## config.mk

```make
export PLATFORM = sky130hd
export DESIGN_NAME = key_scan_arbiter
export DESIGN_NICKNAME = d
export VERILOG_FILES = /design/src/rtl/key_scan_arbiter.sv
export SDC_FILE = /design/constraint.sdc
export NUM_CORES = 1
export LEC_CHECK = 0
export ABC_AREA = 1
export ABC_CLOCK_PERIOD_IN_PS = 2480
export BUFFER_PORTS_ARGS = -buffer_cell sky130_fd_sc_hd__buf_2
export CORE_MARGIN = 4
export CORE_UTILIZATION = 50
export DETAILED_ROUTE_END_ITERATION = 10
export HOLD_SLACK_MARGIN = 0.03
export PLACE_DENSITY = 0.79
export SLEW_MARGIN = 40
export SYNTH_ARGS = -nofsm -noshare
export SYNTH_HDL_FRONTEND = slang
export SYNTH_SLANG_ARGS = --single-unit
```

## constraint.sdc

```tcl
create_clock -name clk -period 2.48 [get_ports clk]
set_input_delay 0.248 -clock clk [delete_from_list [all_inputs] [get_ports clk]]
set_output_delay 0.248 -clock clk [all_outputs]
set_load 0.02 [all_outputs]
```

## src/rtl/key_scan_arbiter.sv

```systemverilog
// Shared-timer debouncer: a round-robin scanner locks one debounce counter onto
// the first key whose synchronized level differs from its committed level.
module key_scan_arbiter #(
  parameter int NUM_KEYS        = 4,
  parameter int CNT_W           = 20,
  parameter int DEBOUNCE_CYCLES = 1000000,
  localparam int PTR_W          = (NUM_KEYS > 1) ? $clog2(NUM_KEYS) : 1
) (
  input  logic                clk,
  input  logic                rst,
  input  logic [NUM_KEYS-1:0] key_in,
  output logic [NUM_KEYS-1:0] key_level,
  output logic [NUM_KEYS-1:0] key_press,
  output logic [NUM_KEYS-1:0] key_release,
  output logic                busy,
  output logic [PTR_W-1:0]    cur_key,
  output logic [1:0]          dbg_state
);

  typedef enum logic [1:0] {
    SCAN   = 2'd0,
    FILTER = 2'd1,
    COMMIT = 2'd2
  } state_t;

  localparam logic [PTR_W-1:0] LAST_KEY = PTR_W'(NUM_KEYS - 1);
  localparam logic [CNT_W-1:0] DB_LIMIT = CNT_W'(DEBOUNCE_CYCLES);

  state_t              state, state_n;
  logic [PTR_W-1:0]    ptr, ptr_n, ptr_inc;
  logic                target, target_n;
  logic [CNT_W-1:0]    cnt, cnt_n, cnt_inc;
  logic [NUM_KEYS-1:0] level_n, press_n, release_n;
  logic [NUM_KEYS-1:0] sync1, sync2;

  // Two-flop synchronizer; only sync2 feeds any decision.
  always_ff @(posedge clk) begin
    if (rst) begin
      sync1 <= '0;
      sync2 <= '0;
    end else begin
      sync1 <= key_in;
      sync2 <= sync1;
    end
  end

  assign ptr_inc = (ptr == LAST_KEY) ? '0 : ptr + 1'b1;
  assign cnt_inc = cnt + 1'b1;

  always_ff @(posedge clk) begin
    if (rst) begin
      state       <= SCAN;
      ptr         <= '0;
      target      <= 1'b0;
      cnt         <= '0;
      key_level   <= '0;
      key_press   <= '0;
      key_release <= '0;
    end else begin
      state       <= state_n;
      ptr         <= ptr_n;
      target      <= target_n;
      cnt         <= cnt_n;
      key_level   <= level_n;
      key_press   <= press_n;
      key_release <= release_n;
    end
  end

  // Pulses default to zero, so a COMMIT cycle always clears them on exit.
  always_comb begin
    state_n   = state;
    ptr_n     = ptr;
    target_n  = target;
    cnt_n     = cnt;
    level_n   = key_level;
    press_n   = '0;
    release_n = '0;
    case (state)
      SCAN: begin
        if (sync2[ptr] != key_level[ptr]) begin
          target_n = sync2[ptr];
          cnt_n    = CNT_W'(1);
          state_n  = FILTER;
        end else begin
          ptr_n = ptr_inc;
        end
      end
      FILTER: begin
        if (sync2[ptr] != target) begin
          // Bounce: give up and move on so this key cannot starve the rest.
          cnt_n   = '0;
          ptr_n   = ptr_inc;
          state_n = SCAN;
        end else begin
          cnt_n = cnt_inc;
          if (cnt_inc == DB_LIMIT) begin
            level_n[ptr]   = target;
            press_n[ptr]   = target;
            release_n[ptr] = ~target;
            state_n        = COMMIT;
          end
        end
      end
      COMMIT: begin
        ptr_n   = ptr_inc;
        cnt_n   = '0;
        state_n = SCAN;
      end
      default: begin
        cnt_n   = '0;
        state_n = SCAN;
      end
    endcase
  end

  assign busy      = (state != SCAN);
  assign cur_key   = ptr;
  assign dbg_state = state;

endmodule

```

==> out/qor.yml <==
synth_xor_area_frac: 0.01437
yosys.area_share.adder: 0.03080
maxCapViolCount: 0
dr.pass1.iters: 4
coreArea_mm2: 0.004723
tightest_slew_ns: 0.3724
syn_area_per_cell_um2: 6.696
yosys.area.top_type: "dfxtp_1"
slew_headroom: 0.7517
clk_pin_slew_ns: 0.10
fin_crit_ns: 2.123
ys.flop_type: "dfxtp_1"
synth_most_common_cell: "nand2_1"
start_util: 0.5160
finalCritPeriodShare: 0.8561
drt-initial-drc-count: 163
ys_types: 29
status: "complete, no violations"
synth_top_family_by_area: "simple AND/OR/NAND/NOR gates"
synthToLayoutAreaGrowth_pct: 11.91
critical_path.endpoint_type: "register"
ctsHoldBuffers: 0
synth_area_leaders: "dfxtp_1 37%, nand2_1 18%, nor2_1 6.5%, inv_1 6.0%, a21oi_1 5.3%"
first_global_vias: 2126
rsz0062_at_grt: "false"
clkLatencyLatePin_ns: 0.31
cts_tree: "yes"
syn-num-nets: 376
viasPerCell: 4.950
yosysTopAreaCellShare: 0.3696
fp.dieArea_mm2: 0.006056
multi_input_area_mm2: 0.001329
drtAntennaViolNets: 0
post-cts-setup-buffers: 0
nets: 403
hold_violations: 0
ys_seq_area_frac: 0.3696
power_density_mw_per_mm2: 675.1
rows: 25
cts-buffers-inserted: 5
worstPathArrival_ns: 2.34
htreeDepth: 2
cp_max_fo: 6
grtUsageTotal: 0.1935
r2r_end: "key_level[1]"
power_leakage_nw: 1.160
die_w_um: 77.82
muxShareOfSynthArea: 0
min_to: "sync1[2]"
grt_antenna_before_repair: 0
reg2reg_slack_ns: 0.36
hp-start: "key_in[2]"
synthCells: 364
io_buffers: 22
worstPathRequired_ns: 2.70
clkSinkCount: 45
vias: 2272
drc: 0
setup_viol: 0
grt_max_degree: 21
synth_simple_gate_area_share: 0.4215
hold_class: "input port to register"
worstSetupPathType: "register to register"
grt_pass1_wl_um: 9459
die_h_um: 77.82
worstSetupStartpointType: "register"
root_buffer: "clkbuf_8"
synth-async-reset-ratio: 0
wirelength_um: 5439
fin_tns_setup_ns: 0
yosys-top-cells-count: "119 x nand2_1, 45 x dfxtp_1, 42 x nor2_1, 39 x inv_1, 26 x a21oi_1"
place_congestion: 0.9208
r2r_start: "cnt[1]"
hold_depth: 3
fmax_mhz: 471.0
synth-edff-count: 0
clock_skew_ns: 0.006399
hold-worst-slack_ns: 0.1359
grt-ovfl-total: 0
dp_hpwl_um: 4152
netlist_area_mm2: 0.002437
layout-drive-gt1-share: 0.1684
diodes: 0
nFillCells: 462
slew_violations: 0
cts_buffer_depth: 2
ys_ff_latch: 45
regArea_um2: 900.9
synth_compound_area_frac: 0.07854
wire_per_inst_um: 11.85
ir_worst_vdd_v: 0.0003941
num_io_pins: 23
yosys_warnings: 0
postCtsResizedCells: 0
r2r_cells: 12
-- report_power, final --
part / internal, mW / switching [mW] / leakage, nW
Combinational: 0.163 / 0.388 / 0.750
Clock: 0.206 / 0.286 / 0.0452
Sequential: 0.762 / 0.0371 / 0.365
-- metrics by stage --
stage	total power, mW	setup slack [ns]	util	cell area [µm²]	std cells
2_1_floorplan	1.193	0.6846	-	2437	364
3_3_place_gp	1.356	0.4573	0.5576	2634	451
3_5_place_dp	1.368	0.3845	0.5576	2634	451
4_1_cts	1.860	0.3669	0.5775	2728	459
5_1_grt	1.973	0.1619	0.5775	2728	459
6_report	1.841	0.3568	0.5775	2728	459
-- routing by layer --
metal,up-vias,wire length [µm],track usage
met5,-,0,0
met4,0,91,0.06406
met3,8,255,0.03132
met2,47,2515,0.3142
met1,1021,2577,0.2604
li1,1196,-,-
-- critical path, cell delays in order (launching register included) --
cell	delay, ns
dfxtp_1	0.42
ha_1	0.24
nand3_1	0.18
nor2_4	0.20
nand3_2	0.11
nand2_1	0.09
nand2_1	0.06
nor2_2	0.16
nand3_2	0.11
nor2_4	0.18
nand4_2	0.14
nand2_1	0.09
nand2_1	0.05
-- placed cells by master (no fill, tap or decap), types with 2 or more instances in the layout --
master | netlist | layout
nand2_2 | 4 | 4
nand3_2 | 3 | 3
nand2_1 | 119 | 119
inv_1 | 39 | 39
buf_4 | 2 | 5
nor2_2 | 7 | 7
ha_1 | 6 | 6
o21ai_1 | 2 | 2
inv_6 | 0 | 2
nand4_2 | 4 | 4
nand4_1 | 10 | 10
clkinv_1 | 2 | 2
dfxtp_1 | 45 | 45
buf_2 | 1 | 22
nor3_1 | 2 | 2
a21oi_1 | 26 | 26
inv_2 | 5 | 5
nor2_4 | 4 | 4
clkbuf_8 | 0 | 5
xor2_1 | 3 | 3
nor2_1 | 42 | 42
o21ai_0 | 7 | 7
nand3b_1 | 6 | 6
nand3_1 | 15 | 15
-- layout make-up --
type                            instances  share of cell area
Multi-Input combinational cell        266              0.4872
Clock inverter                          3            0.009174
Sequential cell                        45              0.3303
Timing Repair Buffer                   27             0.05413
Tap cell                               67             0.03073
Clock buffer                            5             0.02523
Inverter                               46             0.06330
-- how the worst max path moves through the flow --
stage | startpoint | to | slack [ns] | cells after the start
floorplan | cur_key[0] | cnt[13] | 0.68 | 11
finish | cnt[1] | key_level[1] | 0.36 | 12
detailed placement | cnt[1] | key_level[1] | 0.38 | 12
global placement | cnt[0] | key_level[0] | 0.46 | 12
global route | cnt[1] | key_level[1] | 0.16 | 12
CTS | cnt[1] | key_level[1] | 0.37 | 12
-- cell families after synthesis --
kind of cell / Yosys count
xor gates and xnor gates: 4
buffers and inverters: 53
AOI/OAI and AO/OA: 37
and+or+nand+nor: 219
DFF: 45
adders and majority gates: 6
-- flip-flops by register name, indices dropped and copies added (netlist names) --
| name | cells |
|---|---|
| cur_key | 2 |
| cnt | 20 |
| key_level | 4 |
| target | 1 |
| key_release | 4 |
| dbg_state | 2 |
| sync2 | 4 |
| key_press | 4 |
| sync1 | 4 |
No activity file was read; power rests on OpenSTA's default activity.
